### config.mk
export PLATFORM = sky130hd
export DESIGN_NAME = uart_rx_fifo
export DESIGN_NICKNAME = d
export VERILOG_FILES = /design/src/rtl/uart_rx_fifo.sv
export SDC_FILE = /design/constraint.sdc
export NUM_CORES = 1
export LEC_CHECK = 0
export CAP_MARGIN = 30
export CORE_ASPECT_RATIO = 1.25
export CORE_UTILIZATION = 60
export DETAILED_ROUTE_END_ITERATION = 6
export PLACE_DENSITY_LB_ADDON = 0.15
export SYNTH_ARGS = -nofsm -noshare
export SYNTH_HDL_FRONTEND = slang
export SYNTH_SLANG_ARGS = --single-unit
### constraint.sdc
create_clock -name MCLK -period 3.85 [get_ports MCLK]
set_input_delay 0.385 -clock MCLK [delete_from_list [all_inputs] [get_ports MCLK]]
set_output_delay 0.385 -clock MCLK [all_outputs]
set_load 0.01 [all_outputs]
### src/rtl/uart_rx_fifo.sv
// uart_rx_fifo: oversampling UART receiver with 2-of-3 majority bit voting,
// per-frame configuration shadowing and a first-word-fall-through receive
// FIFO whose entries carry the character plus parity/framing/break flags.
module uart_rx_fifo #(
   parameter int OSR   = 16,
   parameter int DEPTH = 4
) (
   input  logic                   MCLK,
   input  logic                   reset,
   input  logic                   sampleTick,
   input  logic                   enable,
   input  logic                   Rx,
   input  logic [1:0]             cfgBits,
   input  logic                   cfgPEN,
   input  logic                   cfgPAR,
   input  logic                   cfgMSB,
   input  logic                   cfgSPB,
   input  logic                   cfgKEEP,
   input  logic                   pop,
   input  logic                   clrOE,
   output logic [7:0]             rdData,
   output logic                   rdPE,
   output logic                   rdFE,
   output logic                   rdBRK,
   output logic                   empty,
   output logic                   full,
   output logic [$clog2(DEPTH):0] count,
   output logic                   overrun,
   output logic                   busy
);

   localparam int CW = $clog2(OSR);
   localparam int AW = $clog2(DEPTH);
   localparam int EW = 11;                 // {brk, fe, pe, data[7:0]}

   localparam int S0_I   = OSR / 2 - 1;
   localparam int S1_I   = OSR / 2;
   localparam int S2_I   = OSR / 2 + 1;
   localparam int LAST_I = OSR - 1;

   localparam logic [CW-1:0] TICK_S0   = S0_I[CW-1:0];
   localparam logic [CW-1:0] TICK_S1   = S1_I[CW-1:0];
   localparam logic [CW-1:0] TICK_S2   = S2_I[CW-1:0];
   localparam logic [CW-1:0] TICK_LAST = LAST_I[CW-1:0];
   localparam logic [AW:0]   DEPTH_CNT = DEPTH[AW:0];
   localparam logic [AW:0]   CNT_ONE   = {{AW{1'b0}}, 1'b1};

   typedef enum logic [2:0] {
      IDLE,
      START,
      DATA,
      PARITY,
      STOP1,
      STOP2
   } state_t;

   // ------------------------------------------------------------------
   // Line synchronizer
   // ------------------------------------------------------------------
   logic rx_meta_q;
   logic rx_sync_q;

   // Two flops on the asynchronous serial line; both idle high.
   always_ff @(posedge MCLK or posedge reset) begin
      if (reset) begin
         rx_meta_q <= 1'b1;
         rx_sync_q <= 1'b1;
      end else begin
         rx_meta_q <= Rx;
         rx_sync_q <= rx_meta_q;
      end
   end

   // ------------------------------------------------------------------
   // Receive state machine
   // ------------------------------------------------------------------
   state_t          state_q;
   logic [CW-1:0]   tick_q;
   logic [2:0]      bit_cnt_q;
   logic            s0_q;
   logic            s1_q;
   logic [7:0]      data_q;
   logic            par_acc_q;
   logic            zero_q;
   logic            pe_q;
   logic            fe_q;
   logic            busy_q;
   logic            push_q;
   logic [EW-1:0]   push_entry_q;

   // Configuration captured at the start bit so mid-frame changes are ignored.
   logic [1:0]      bits_s_q;
   logic            pen_s_q;
   logic            par_s_q;
   logic            msb_s_q;
   logic            spb_s_q;
   logic            keep_s_q;

   logic            vote;
   logic            at_s2;
   logic            tick_wrap;
   logic [2:0]      len_m1;
   logic [2:0]      bit_pos;
   state_t          after_data;
   state_t          after_parity;

   // The third sample is taken live from the synchronizer at the vote tick.
   assign vote      = (s0_q & s1_q) | (s0_q & rx_sync_q) | (s1_q & rx_sync_q);
   assign at_s2     = (tick_q == TICK_S2);
   assign tick_wrap = (tick_q == TICK_LAST);
   assign len_m1    = {1'b0, bits_s_q} + 3'd4;
   // MSB-first frames fill the character from the top of its own width down.
   assign bit_pos   = msb_s_q ? (len_m1 - bit_cnt_q) : bit_cnt_q;

   assign after_parity = spb_s_q ? STOP2 : STOP1;
   assign after_data   = pen_s_q ? PARITY : after_parity;

   // Frame sequencing, bit voting, flag accumulation and push request.
   always_ff @(posedge MCLK or posedge reset) begin
      if (reset) begin
         state_q      <= IDLE;
         tick_q       <= '0;
         bit_cnt_q    <= '0;
         s0_q         <= 1'b1;
         s1_q         <= 1'b1;
         data_q       <= '0;
         par_acc_q    <= 1'b0;
         zero_q       <= 1'b1;
         pe_q         <= 1'b0;
         fe_q         <= 1'b0;
         busy_q       <= 1'b0;
         push_q       <= 1'b0;
         push_entry_q <= '0;
         bits_s_q     <= '0;
         pen_s_q      <= 1'b0;
         par_s_q      <= 1'b0;
         msb_s_q      <= 1'b0;
         spb_s_q      <= 1'b0;
         keep_s_q     <= 1'b0;
      end else begin
         push_q <= 1'b0;
         if (!enable) begin
            // Abandon any partial frame; FIFO contents are left alone.
            state_q <= IDLE;
            tick_q  <= '0;
            busy_q  <= 1'b0;
         end else if (sampleTick) begin
            if (state_q == IDLE) begin
               if (!rx_sync_q) begin
                  state_q   <= START;
                  busy_q    <= 1'b1;
                  tick_q    <= '0;
                  bit_cnt_q <= '0;
                  data_q    <= '0;
                  par_acc_q <= 1'b0;
                  zero_q    <= 1'b1;
                  pe_q      <= 1'b0;
                  fe_q      <= 1'b0;
                  bits_s_q  <= cfgBits;
                  pen_s_q   <= cfgPEN;
                  par_s_q   <= cfgPAR;
                  msb_s_q   <= cfgMSB;
                  spb_s_q   <= cfgSPB;
                  keep_s_q  <= cfgKEEP;
               end
            end else begin
               tick_q <= tick_wrap ? '0 : tick_q + 1'b1;
               if (tick_q == TICK_S0) begin
                  s0_q <= rx_sync_q;
               end
               if (tick_q == TICK_S1) begin
                  s1_q <= rx_sync_q;
               end
               case (state_q)
                  START: begin
                     if (at_s2 && vote) begin
                        // Line went back high: treat as noise.
                        state_q <= IDLE;
                        busy_q  <= 1'b0;
                        tick_q  <= '0;
                     end else if (tick_wrap) begin
                        state_q <= DATA;
                     end
                  end
                  DATA: begin
                     if (at_s2) begin
                        data_q[bit_pos] <= vote;
                        par_acc_q       <= par_acc_q ^ vote;
                        zero_q          <= zero_q & ~vote;
                     end
                     if (tick_wrap) begin
                        if (bit_cnt_q == len_m1) begin
                           state_q   <= after_data;
                           bit_cnt_q <= '0;
                        end else begin
                           bit_cnt_q <= bit_cnt_q + 1'b1;
                        end
                     end
                  end
                  PARITY: begin
                     if (at_s2) begin
                        // Even wants total XOR 0, odd wants 1.
                        pe_q   <= par_acc_q ^ vote ^ ~par_s_q;
                        zero_q <= zero_q & ~vote;
                     end
                     if (tick_wrap) begin
                        state_q <= after_parity;
                     end
                  end
                  STOP2: begin
                     if (at_s2 && !vote) begin
                        fe_q <= 1'b1;
                     end
                     if (tick_wrap) begin
                        state_q <= STOP1;
                     end
                  end
                  STOP1: begin
                     // Finish at the vote so the next start edge is not missed.
                     if (at_s2) begin
                        state_q      <= IDLE;
                        busy_q       <= 1'b0;
                        tick_q       <= '0;
                        push_q       <= keep_s_q | ~(pe_q | fe_q | ~vote);
                        push_entry_q <= {zero_q & ~vote, fe_q | ~vote, pe_q, data_q};
                     end
                  end
                  default: begin
                     state_q <= IDLE;
                     busy_q  <= 1'b0;
                     tick_q  <= '0;
                  end
               endcase
            end
         end
      end
   end

   assign busy = busy_q;

   // ------------------------------------------------------------------
   // Receive FIFO (first-word-fall-through)
   // ------------------------------------------------------------------
   logic [EW-1:0] mem_q [DEPTH];
   logic [AW-1:0] wr_ptr_q;
   logic [AW-1:0] rd_ptr_q;
   logic [AW:0]   count_q;
   logic          overrun_q;
   logic [AW-1:0] wr_ptr_d;
   logic [AW-1:0] rd_ptr_d;
   logic [AW:0]   count_d;
   logic          overrun_d;
   logic          empty_w;
   logic          full_w;
   logic          do_pop;
   logic          do_push;
   logic [EW-1:0] head;

   assign empty_w = (count_q == '0);
   assign full_w  = (count_q == DEPTH_CNT);
   assign do_pop  = pop & ~empty_w;
   // A pop in the same cycle frees the slot a full FIFO needs.
   assign do_push = push_q & (~full_w | do_pop);

   // Next-state for pointers, occupancy and the sticky overrun flag.
   always_comb begin
      wr_ptr_d  = wr_ptr_q;
      rd_ptr_d  = rd_ptr_q;
      count_d   = count_q;
      overrun_d = overrun_q;
      if (do_push) begin
         wr_ptr_d = wr_ptr_q + 1'b1;
      end
      if (do_pop) begin
         rd_ptr_d = rd_ptr_q + 1'b1;
      end
      if (do_push && !do_pop) begin
         count_d = count_q + CNT_ONE;
      end else if (do_pop && !do_push) begin
         count_d = count_q - CNT_ONE;
      end
      // Setting wins over clearing when both happen together.
      if (push_q && !do_push) begin
         overrun_d = 1'b1;
      end else if (clrOE) begin
         overrun_d = 1'b0;
      end
   end

   // FIFO bookkeeping registers.
   always_ff @(posedge MCLK or posedge reset) begin
      if (reset) begin
         wr_ptr_q  <= '0;
         rd_ptr_q  <= '0;
         count_q   <= '0;
         overrun_q <= 1'b0;
      end else begin
         wr_ptr_q  <= wr_ptr_d;
         rd_ptr_q  <= rd_ptr_d;
         count_q   <= count_d;
         overrun_q <= overrun_d;
      end
   end

   // Storage write; contents need no reset because reads are gated by empty.
   always_ff @(posedge MCLK) begin
      if (do_push) begin
         mem_q[wr_ptr_q] <= push_entry_q;
      end
   end

   assign head    = mem_q[rd_ptr_q];
   assign rdData  = empty_w ? 8'h00 : head[7:0];
   assign rdPE    = ~empty_w & head[8];
   assign rdFE    = ~empty_w & head[9];
   assign rdBRK   = ~empty_w & head[10];
   assign empty   = empty_w;
   assign full    = full_w;
   assign count   = count_q;
   assign overrun = overrun_q;

endmodule

## Word level (Yosys, flattened, before mapping)

Memory sizes are Yosys's and may differ from the RTL's.
Cells that the tools add are included.

- Bits in registers: 54
- Bits in latches: 0
- Memory bits (writable): 44
- Bits in read-only memories: 0
- Bits of input ports: 14
- Logic and storage cells: 184
- Memories: 1

Memory list:

| name | words | width | rd ports | clocked after memory_dff | wr ports | RTL line | source |
|---|---|---|---|---|---|---|---|
| mem_q | 4 | 11 | 1 | 0 | 1 | 244 | `logic [EW-1:0] mem_q [DEPTH];` |

- Add/subtract/negate cells: 8
- Multipliers: 0
- Div/mod/pow operators: 0
- Order comparisons: 2
- Equality and inequality tests: 22
- Shifts and indexed selects: 0
- Mux-type cells: 67
- Bitwise operators: 25
- Reductions and logical operators: 34

Operators with widths:

| cell | count |
|---|---|
| $mux W3 | 20 |
| $mux W8 | 5 |
| $reduce_and A5 Y1 | 7 |
| $mux W1 | 30 |
| $mux W4 | 7 |
| $ne A4 B4 Y1 const B | 6 |
| $reduce_bool A2 Y1 | 9 |
| $pmux W3 S5 | 1 |
| $eq A4 B4 Y1 const B | 3 |
| $pmux W4 S3 | 1 |
| $reduce_and A4 Y1 | 3 |
| $and A1 B1 Y1 | 9 |
| $eq A3 B3 Y1 const B | 3 |
| $bwmux W8 | 1 |
| $reduce_and A8 Y1 | 1 |
| $not A1 Y1 | 7 |
| $or A1 B1 Y1 | 7 |
| $add A3 B1 Y3 const B | 2 |
| $eq A3 B2 Y1 const B | 2 |
| $logic_and A1 B1 Y1 | 6 |
| $logic_not A3 Y1 | 2 |
| $ne A5 B5 Y1 const B | 1 |
| $add A2 B1 Y2 const B | 2 |
| $add A4 B1 Y4 const B | 1 |
| other kinds (18) | 22 |

## Longest topological paths before layout

- Depth in word-level cells: 12
- Mapped depth: 10

## Least setup slack after synthesis

OpenSTA, ideal clock, no wires.

- Kind: reg-to-reg
- Start point: reg count_q[0] (netlist: count[0])
- End point: reg count_q[1] (netlist: count[1])
- Setup time: 125 ps
- Data arrival time: 2,189 ps
- Slack: 1,537 ps
- Stages on the path, launching flop included: 9
- Buffers on the path: 1
- Period minus slack after synthesis: 2,313 ps
- Path through: dfrtp_1 > nor3b_1 > nor2b_1 > nor2b_1 > clkbuf_1 > ha_1 > inv_1 > fa_1 > mux2_2

- Elaborated cells on any way between the ends: 16
- Those cells by class: add/sub (2); eq/ne (1); mux (2); bitwise (5); reduce/logical (6)

RTL lines:

| element | RTL line | source |
|---|---|---|
| start: declaration | 247 | `logic [AW:0] count_q;` |
| start signal: assignment | 300 | `count_q <= count_d;` |
| $eq A3 B3 Y1 | 260 | `assign full_w = (count_q == DEPTH_CNT);` |
| named net full | 26 | `output logic full,` |
| $not A1 Y1 | 263 | `assign do_push = push_q & (~full_w \| do_pop);` |
| $or A1 B1 Y1 | 263 |  |
| $and A1 B1 Y1 | 263 |  |
| named net do_push | 256 | `logic do_push;` |
| $logic_and A1 B1 Y1 | 277 | `if (do_push && !do_pop) begin` |
| $mux W3 | 277 |  |
| named net count_d[1] | 251 | `logic [AW:0] count_d;` |

The timed path passes the listed nets, and every way through them passes these cells. The select of a mux whose other input is x is not followed.
A chain may end at the register's enable or synchronous reset.

## Final worst setup path

- Start point: reg rd_ptr_q[0]
- End point: out rdData[5]

- Longest elaborated chain between the ends: 2

RTL lines:

| element | RTL line | source |
|---|---|---|
| start: declaration | 246 | `logic [AW-1:0] rd_ptr_q;` |
| start signal: assignment | 299 | `rd_ptr_q <= rd_ptr_d;` |
| $mem_v2 Z4 W11 | n/a |  |
| $mux W8 | 313 | `assign rdData = empty_w ? 8'h00 : head[7:0];` |
| end: declaration | 21 | `output logic [7:0] rdData,` |

No other way between the ends.

==> results.ini <==
[status]
outcome = complete, no violations

[place]
dp_hpwl_um = 5870
place_congestion = 0.864
io_buffers = 31

[sta]
skew_ps = 6.33
fin_crit_sh_pct = 73.6
rsz0062_at_grt = false
hold_slack_ps = 333
final.setup.tns_ps = 0
slew_headroom_pct = 48.9
post-route-min-period_ps = 2830
setup_violations = 0
fmax_mhz = 353
finalHoldViolations = 0
slew_violations = 0
max_slew.worst_pin.slew_ps = 766

[drt]
wl_per_cell_um = 17.0
initialDrtViolationCount = 124
dr_total_vias = 2787
drc = 0
drt_wl_total_um = 8090
ant_nets = 0
dr.pass1.iters = 4
vias_per_cell = 5.84

[global_route]
grt-ovfl-total = 0
grt_util_all_layers_pct = 23.4
grt_max_degree = 35
antenna_found_initial = 0
grt_pass1_wl_um = 13700
grt_pass1_vias = 2877

[layout]
nets = 409
fillers = 505
num_antenna_cells = 0
multi_input_area_um2 = 1690
drive_above_1_share_pct = 15.2
seqCellArea_um2 = 2680
area_delta_synth_final_pct = 12.6

[setup_path]
ff2ff_path_depth = 4
cp.arrival_ps = 2450
crit_chain = mux4_2 > nor2b_1 > clkdlybuf4s50_1
crit_slowest_cell = dfrtp_1
worst-setup-path-type = register to output port
reg2reg_from = state_q[1]$_DFFE_PP0P_
cp_max_fo = 13
max_stage_delay_ps = 850
critPathLaunchType = register
rrSetupSlack_ps = 1370
required_ps = 3460
crit_buf_inv = 1
crit_path_end_kind = output port
crit_family = flip-flops
cp_num_cells = 3
rr_endpoint = bits_s_q[1]$_DFFE_PP0P_

[cts]
htreeDepth = 3
cts_tree = built
clkLatencyLatePin_ps = 360
holdBufCountCts = 0
numClockSinks = 98
clk_path_buf_depth = 2
post_cts_buffers = 0
cts_resized = 0
cts_buffers = 9
cts_root_buf = clkbuf_8
clkSlewWorstSetupHoldPaths_ps = 100

[logic_synthesis]
avgSynthCellArea_um2 = 12.9
syn-num-nets = 377
synth-edff-count = 44
synth_cells = 350
yosysSeqAreaShare_pct = 59.4
ys_types = 52
synth-main-ff-cell = dfrtp_1
yosysTopAreaCell = edfxtp_1
ys_ff_latch = 98
synth_area_um2 = 4510
synth_area_leaders = edfxtp_1 29%, dfrtp_1 27%, mux4_2 5.5%, mux2_2 4.2%, ha_1 3.1%
async_flop_share_pct = 55.1
synth_top_cell_area_share_pct = 29.3
yosysWarnings = 0

[pwr]
peakVddDrop_mv = 0.424
p_leak_nw = 1.98
power_density_nw_per_um2 = 627

[die]
design.core.area_um2 = 7100
io_pins = 32
fp.dieW_um = 79.5
dieHeight_um = 98.9
rows = 34
dieArea_um2 = 7870
start_util_pct = 63.5

[run]
cap_viol_max_count = 0

[worst_hold_path]
hp-class = input pin to asynchronous set/reset pin

## cell families after synthesis
logic type               after synthesis  share of synthesized area (%)
multiplexers                          31                           10.5
AO/OA/AOI/OAI                         69                           9.19
buffers and inverters                 31                           3.08
AND/OR/NAND/NOR                       97                           11.7
flip-flops                            98                           59.4
XOR/XNOR                              10                           1.94
adder cells (fa/ha/maj)               14                           4.19
## state kept, by name, summed over array words and instances (netlist names), 2 cells and up
| name | flops |
|---|---|
| count | 3 |
| mem_q | 44 |
| data_q | 8 |
| bits_s_q | 2 |
| wr_ptr_q | 2 |
| tick_q | 4 |
| push_entry_q | 11 |
| rd_ptr_q | 2 |
| bit_cnt_q | 3 |
| state_q | 3 |
## worst register-to-register path, stage by stage, from the launching register on
cell and delay [ps]:
dfrtp_1 650, or3_1 550, nor3_1 560, buf_4 270, mux2_2 340
## worst max-delay path by stage
stage / startpoint / to / slack, ps
6_report: rd_ptr_q[0]$_DFFE_PP0P_ / rdData[5] / 1020
5_1_grt: rd_ptr_q[0]$_DFFE_PP0P_ / rdFE / 880
4_1_cts: rd_ptr_q[0]$_DFFE_PP0P_ / rdData[5] / 940
3_5_place_dp: pop / count[2]$_DFFE_PP0P_ / 1250
3_3_place_gp: pop / count[2]$_DFFE_PP0P_ / 1330
2_1_floorplan: count[0]$_DFFE_PP0P_ / count[1]$_DFFE_PP0P_ / 1540
## power by group
| part | leakage, nW | switching, mW | total (mW) | internal (mW) |
|---|---|---|---|---|
| registers | 1.06 | 0.232 | 1.44 | 1.21 |
| clock network | 0.0953 | 0.371 | 0.618 | 0.247 |
| logic | 0.821 | 0.529 | 1.12 | 0.590 |
| total | 1.98 | 1.13 | 3.18 | 2.05 |
## Yosys cell counts, drive strengths merged (2+ instances only)
| master | n |
|---|---|
| nor4 | 2 |
| nand2 | 25 |
| xnor2 | 7 |
| o21ai | 27 |
| nor3 | 6 |
| nand2b | 6 |
| nand4 | 2 |
| buf | 10 |
| dfstp | 5 |
| xor2 | 3 |
| or3 | 4 |
| or2 | 3 |
| ha | 11 |
| nand3 | 4 |
| fa | 2 |
| dfrtp | 49 |
| a31oi | 4 |
| edfxtp | 44 |
| nand3b | 3 |
| inv | 17 |
| o22ai | 5 |
| o21a | 2 |
| and2 | 4 |
| mux2 | 20 |
| nor2b | 20 |
| a21oi | 16 |
| mux4 | 11 |
| nor2 | 12 |
| o32ai | 3 |
| a21o | 4 |
| clkbuf | 4 |
## routing by layer
| layer | track usage (%) | vias to the layer above | wire length [um] |
|---|---|---|---|
| li1 | - | 1328 | - |
| met4 | 8.95 | 0 | 175 |
| met2 | 42.9 | 56 | 4480 |
| met5 | 0 | - | 0 |
| met3 | 4.44 | 14 | 222 |
| met1 | 26.5 | 1389 | 3210 |
## placed cells by master (no fill, tap or decap), types with 12 or more instances in the layout
cell type         n
o21ai_0          27
edfxtp_1         44
nor2_1           12
dfrtp_1          49
a21oi_1          16
nor2b_1          20
clkdlybuf4s50_1  31
inv_1            16
mux2_2           17
nand2_1          25
## layout make-up
cell class | count | area share, %
Inverter | 17 | 1.26
Timing Repair Buffer | 35 | 6.78
Clock inverter | 7 | 1.21
Clock buffer | 9 | 2.44
Tap cell | 90 | 2.22
Sequential cell | 98 | 52.8
Multi-Input combinational cell | 221 | 33.3
## metrics by stage
step / power (mW) / utilization [%] / cells / instance area [um^2] / setup WS, ps
finish: 3.18 / 71.4 / 477 / 5070 / 1020
global route: 3.38 / 71.4 / 477 / 5070 / 880
CTS: 3.20 / 71.3 / 476 / 5060 / 937
detailed placement: 2.59 / 68.7 / 460 / 4880 / 1250
global placement: 2.55 / 68.7 / 460 / 4880 / 1330
floorplan: 2.18 / - / 350 / 4510 / 1540
No activity file was read; power rests on OpenSTA's default activity.
